$ cat config.mk
export PLATFORM = sky130hd
export DESIGN_NAME = beat_timing_gen_flat
export DESIGN_NICKNAME = d
export VERILOG_FILES = /design/src/rtl/beat_timing_gen_pkg.sv /design/src/rtl/beat_timing_gen_if.sv /design/src/rtl/beat_timing_gen_qd_edge_detect.sv /design/src/rtl/beat_timing_gen.sv /design/src/flat_wrapper.sv
export SDC_FILE = /design/constraint.sdc
export NUM_CORES = 1
export LEC_CHECK = 0
export ABC_CLOCK_PERIOD_IN_PS = 2850
export CAP_MARGIN = 20
export CORE_MARGIN = 5
export CORE_UTILIZATION = 51
export DETAILED_ROUTE_END_ITERATION = 8
export GPL_ROUTABILITY_DRIVEN = 0
export PLACE_DENSITY = 0.92
export REMOVE_ABC_BUFFERS = 1
export SYNTH_ARGS = -nofsm -noshare
export SYNTH_HDL_FRONTEND = slang
export SYNTH_HIERARCHICAL = 1
export SYNTH_SLANG_ARGS = --single-unit
$ cat constraint.sdc
create_clock -name T3 -period 2.85 [get_ports T3]
set_clock_uncertainty 0.2 [all_clocks]
set_input_delay 0.57 -clock T3 [delete_from_list [all_inputs] [get_ports T3]]
set_output_delay 0.57 -clock T3 [all_outputs]
set_load 0.005 [all_outputs]
$ cat src/rtl/beat_timing_gen_pkg.sv
// beat_timing_gen_pkg: beat encodings, run state and defaults shared with the hardwired controller.
package beat_timing_gen_pkg;

    localparam int CNT_W_DEF = 16;

    localparam logic [2:0] W1_OH = 3'b001;
    localparam logic [2:0] W2_OH = 3'b010;
    localparam logic [2:0] W3_OH = 3'b100;

    typedef enum logic {HALT, ACTIVE} state_t;

    function automatic logic [2:0] beat_oh(input int b);
        return b == 2 ? W2_OH : b == 3 ? W3_OH : W1_OH;
    endfunction

endpackage

$ cat src/rtl/beat_timing_gen_if.sv
// beat_timing_gen_if: controller/panel requests in, one-hot beats and performance counters out.
interface beat_timing_gen_if
    import beat_timing_gen_pkg::*;
#(
    parameter int CNT_W = CNT_W_DEF
);
    logic             QD;
    logic             STEP;
    logic             SHORT;
    logic             LONG;
    logic             STOP;
    logic [2:0]       W;
    logic             RUN;
    logic             INSTR_END;
    logic [CNT_W-1:0] BEAT_CNT;
    logic [CNT_W-1:0] INSTR_CNT;

    modport master (
        output QD, STEP, SHORT, LONG, STOP,
        input  W, RUN, INSTR_END, BEAT_CNT, INSTR_CNT
    );

    modport slave (
        input  QD, STEP, SHORT, LONG, STOP,
        output W, RUN, INSTR_END, BEAT_CNT, INSTR_CNT
    );
endinterface

$ cat src/rtl/beat_timing_gen_qd_edge_detect.sv
// beat_timing_gen_qd_edge_detect: start-button rising-edge pulse; resets to 1 so a held button never fires.
module beat_timing_gen_qd_edge_detect (
    input  logic clk,
    input  logic rst,
    input  logic d,
    output logic rise
);
    logic q;

    always_ff @(posedge clk or posedge rst)
        if (rst) q <= 1'b1;
        else     q <= d;

    assign rise = d & ~q;
endmodule

$ cat src/rtl/beat_timing_gen.sv
// beat_timing_gen: W1..W3 beat sequencer with run/halt control, single-step and beat/instruction counters.
module beat_timing_gen
    import beat_timing_gen_pkg::*;
#(
    parameter int CNT_W      = CNT_W_DEF,
    parameter int START_BEAT = 1
) (
    input logic              T3,
    input logic              CLR,
    beat_timing_gen_if.slave bus
);
    localparam logic [2:0] START_OH = beat_oh(START_BEAT);

    state_t           state, state_n;
    logic [2:0]       beat, beat_n;
    logic             active, qd_rise, closes;
    logic [CNT_W-1:0] beat_cnt, instr_cnt;

    beat_timing_gen_qd_edge_detect u_qd_edge (
        .clk  (T3),
        .rst  (CLR),
        .d    (bus.QD),
        .rise (qd_rise)
    );

    assign active = state == ACTIVE;

    // SHORT only matters in W1 and LONG only in W2; W3 always closes.
    always_comb begin
        beat_n = W1_OH;
        closes = 1'b1;
        if (beat == W1_OH) begin
            beat_n = bus.SHORT ? W1_OH : W2_OH;
            closes = bus.SHORT;
        end else if (beat == W2_OH) begin
            beat_n = bus.LONG ? W3_OH : W1_OH;
            closes = !bus.LONG;
        end
    end

    always_comb begin
        state_n = state;
        if (active) state_n = (bus.STOP || (bus.STEP && closes)) ? HALT : ACTIVE;
        else        state_n = qd_rise ? ACTIVE : HALT;
    end

    // The beat register keeps advancing on the halting cycle so resume picks up the right beat.
    always_ff @(posedge T3 or posedge CLR)
        if (CLR) begin
            state     <= HALT;
            beat      <= START_OH;
            beat_cnt  <= '0;
            instr_cnt <= '0;
        end else begin
            state     <= state_n;
            beat      <= active ? beat_n : beat;
            beat_cnt  <= active ? beat_cnt + CNT_W'(1) : beat_cnt;
            instr_cnt <= (active && closes) ? instr_cnt + CNT_W'(1) : instr_cnt;
        end

    assign bus.W         = active ? beat : 3'b000;
    assign bus.RUN       = active;
    assign bus.INSTR_END = active && closes;
    assign bus.BEAT_CNT  = beat_cnt;
    assign bus.INSTR_CNT = instr_cnt;
endmodule

$ cat src/flat_wrapper.sv
// flat-port wrapper written by rule: the top's interface ports become plain ports
module beat_timing_gen_flat import beat_timing_gen_pkg::*;
#(
    parameter int CNT_W      = CNT_W_DEF,
    parameter int START_BEAT = 1
)
  (T3, CLR, bus_QD, bus_STEP, bus_SHORT, bus_LONG, bus_STOP, bus_W, bus_RUN, bus_INSTR_END, bus_BEAT_CNT, bus_INSTR_CNT);
  beat_timing_gen_if #(.CNT_W(CNT_W)) bus_i ();
  input logic T3;
  input logic CLR;
  input wire logic [$bits(bus_i.QD)-1:0] bus_QD;
  input wire logic [$bits(bus_i.STEP)-1:0] bus_STEP;
  input wire logic [$bits(bus_i.SHORT)-1:0] bus_SHORT;
  input wire logic [$bits(bus_i.LONG)-1:0] bus_LONG;
  input wire logic [$bits(bus_i.STOP)-1:0] bus_STOP;
  output wire logic [$bits(bus_i.W)-1:0] bus_W;
  output wire logic [$bits(bus_i.RUN)-1:0] bus_RUN;
  output wire logic [$bits(bus_i.INSTR_END)-1:0] bus_INSTR_END;
  output wire logic [$bits(bus_i.BEAT_CNT)-1:0] bus_BEAT_CNT;
  output wire logic [$bits(bus_i.INSTR_CNT)-1:0] bus_INSTR_CNT;
  assign bus_i.QD = bus_QD;
  assign bus_i.STEP = bus_STEP;
  assign bus_i.SHORT = bus_SHORT;
  assign bus_i.LONG = bus_LONG;
  assign bus_i.STOP = bus_STOP;
  assign bus_W = bus_i.W;
  assign bus_RUN = bus_i.RUN;
  assign bus_INSTR_END = bus_i.INSTR_END;
  assign bus_BEAT_CNT = bus_i.BEAT_CNT;
  assign bus_INSTR_CNT = bus_i.INSTR_CNT;
  beat_timing_gen #(.CNT_W(CNT_W), .START_BEAT(START_BEAT)) u_core (.T3(T3), .CLR(CLR), .bus(bus_i));
endmodule
==> impl_metrics.env <==
export IMPL_chipWidth_um=67.4
export IMPL_cts_made_buffers=5
export IMPL_io_buffers=43
export IMPL_nets=196
export IMPL_drtAntennaViolNets=0
export IMPL_yosys_area_top_type="dfrtp_1"
export IMPL_cts_setup_buffers=0
export IMPL_dieArea_mm2=0.00454
export IMPL_place_area_mm2=0.00217
export IMPL_grt_pass1_wl_um=6240
export IMPL_status="finished clean"
export IMPL_synth_xor_area_share_pct=15.7
export IMPL_synth_fa_ha_area_share_pct=1.49
export IMPL_antenna_found_initial=0
export IMPL_path_clk_slew_ns=0.11
export IMPL_final_max_slew_viol_count=0
export IMPL_h_tree_depth=2
export IMPL_fin_area_mm2=0.00228
export IMPL_synth_compound_area_share_pct=0.969
export IMPL_yosysUniqueCellTypes=28
export IMPL_synthFlopType="dfrtp_1"
export IMPL_synth_seq_cells=37
export IMPL_finalSetupViolCount=0
export IMPL_critPathBufInv=2
export IMPL_mostFrequentLayoutCells="clkdlybuf4s50_1 (43), dfrtp_1 (35), xnor2_1 (17), nand2_1 (14), xor2_1 (13)"
export IMPL_die_height_um=67.4
export IMPL_crit_path_end_kind="output pin"
export IMPL_fmax_mhz=362
export IMPL_drv_cap=0
export IMPL_crit_top_cell="clkdlybuf4s50_1"
export IMPL_grt_total_usage_pct=19.0
export IMPL_grt_busiest_layer="met2"
export IMPL_criticalPathCategory="input port to output pin"
export IMPL_startpoint_type="input port"
export IMPL_ios=44
export IMPL_use_met1_pct=22.0
export IMPL_fin_util_pct=73.4
export IMPL_r2r_slack_ns=0.92
export IMPL_std_cell_rows=20
export IMPL_hold_violations=0
export IMPL_async_flop_share_pct=100
export IMPL_irDropWorstVdd_uv=661
export IMPL_drive_gt1_share_pct=13.3
export IMPL_overflow=0
export IMPL_clock_root_buffer="clkbuf_4"
export IMPL_synthSimpleGateAreaFrac_pct=22.5
export IMPL_avgSynthCellArea_um2=12.2
export IMPL_critPathMaxStageDelay_ns=0.47
export IMPL_tightestPinTransition_ns=0.469
export IMPL_dr_pass1_iters=4
export IMPL_yosys_warnings=6
export IMPL_netlist_area_mm2=0.00168
export IMPL_start_util_pct=54.1
export IMPL_path_cells="clkdlybuf4s50_1 -> nor4b_4 -> nor3_4 -> clkdlybuf4s50_1"
export IMPL_cts_sinks=37
export IMPL_worstSkewPairLatency_ns=0.34
export IMPL_ys_top_cells_by_area="dfrtp_1 (52%), xnor2_1 (8.9%), xor2_1 (6.8%), dfstp_2 (3.1%), nand2_1 (3.1%)"
export IMPL_tns_ns=0
export IMPL_worstPathMaxFanout=4
export IMPL_antennaDiodeCount=0
export IMPL_fp_coreArea_mm2=0.00310
export IMPL_clk_path_buf_depth=2
export IMPL_vias=1216
export IMPL_use_met2_pct=32.5
export IMPL_dp_hpwl_um=2730
export IMPL_grt_pass1_vias=1292
export IMPL_synth_top_area_share_pct=52.2
export IMPL_final_common_cell="clkdlybuf4s50_1"
export IMPL_cp_top_family="buffers and inverters"
export IMPL_area_growth_pct=35.7
export IMPL_final_period_utilization_pct=96.9
export IMPL_hold_buffers=0
export IMPL_wl_per_cell_um=15.8
export IMPL_cts_tree="yes"
export IMPL_min_period_ns=2.76
export IMPL_synth_edf_count=0
export IMPL_synth_top_family_by_area="simple AND/OR/NAND/NOR gates"
export IMPL_drt_iter0_markers=37
export IMPL_power_density_mw_per_mm2=804
export IMPL_min_path_type="register to register"
export IMPL_vias_per_cell=5.24
export IMPL_totalWireLength_um=3660
export IMPL_use_met3_pct=6.82
export IMPL_drc=0
export IMPL_crit_arrival_ns=1.99
export IMPL_cp_slowest_cell="clkdlybuf4s50_1"
export IMPL_syn_inst=137
export IMPL_grt_max_degree=37
export IMPL_total_leakage_power_nw=1.04
export IMPL_crit_required_ns=2.08
export IMPL_rsz0062_at_grt="no"
export IMPL_max_slew_margin_rel_pct=68.6
export IMPL_ys_seq_area_share_pct=55.3
export IMPL_synthMuxAreaShare_pct=2.68
export IMPL_ctsResizeCount=0
==> worst paths after layout <==
check | from | to | depth (start not counted)
max | bus_SHORT | bus_INSTR_END | 4
min | u_core/bus.BEAT_CNT[15]$_DFFE_PP0P_ | u_core/bus.BEAT_CNT[15]$_DFFE_PP0P_ | 1
max reg2reg | u_core/beat[0]$_DFFE_PP1P_ | u_core/bus.INSTR_CNT[12]$_DFFE_PP0P_ | 4
min reg2reg | u_core/bus.BEAT_CNT[15]$_DFFE_PP0P_ | u_core/bus.BEAT_CNT[15]$_DFFE_PP0P_ | 1
max in group asynchronous | CLR | u_core/beat[0]$_DFFE_PP1P_ | 3
min in group asynchronous | CLR | u_core/u_qd_edge/q$_DFF_PP1_ | 2
==> cell type report <==
class / count / area (µm²)
multi-input cells: 94 / 727
clock buffers: 5 / 37.5
repair buffers: 46 / 453
inverters: 3 / 11.3
fillers: 240 / 826
well taps: 44 / 55.1
flip-flops and latches: 37 / 928
clock inverters: 3 / 65.1
==> cell usage after synthesis, types with 3 or more instances <==
library cell / number
nor3_1: 3
and3_1: 4
nand4_1: 6
inv_1: 3
xor2_1: 13
dfrtp_1: 35
and2_1: 3
xnor2_1: 17
nor2_1: 7
nand2_1: 14
nand3_1: 7
==> registers in the layout, summed over array words and instances, names as in the netlist <==
| signal | cells |
|---|---|
| u_core/u_qd_edge/q | 1 |
| u_core/bus.BEAT_CNT | 16 |
| u_core/bus.INSTR_CNT | 16 |
| u_core/beat | 3 |
| u_core/bus.RUN | 1 |
==> where the power goes <==
part | internal, mW | total [mW] | switching (mW)
registers | 0.643 | 0.788 | 0.145
logic | 0.358 | 0.592 | 0.234
clock network | 0.272 | 0.451 | 0.180
==> per-layer routing <==
metal	vias up	wire length (µm)
li1	567	-
met1	604	1550
met2	38	1840
met3	7	205
met4	0	57
met5	-	0
==> metrics by stage <==
step	std cells	hold slack (ns)	setup slack (ns)	total power, mW
finish	232	0.275	0.0870	1.83
global route	232	0.309	0.0443	1.95
CTS	232	0.283	0.0671	1.85
detailed placement	224	0.266	0.0671	1.39
global placement	224	0.256	0.124	1.35
floorplan	134	0.260	0.979	1.05
==> logic make-up (layout without fill, tap and decap cells) <==
group,Yosys count,after routing
mux,4,4
simple gates,56,56
compound gates,2,2
xor+xnor,30,30
buf+inv,6,57
fa+ha+maj,2,2
flops,37,37
Power figures use the tool's default switching activity.
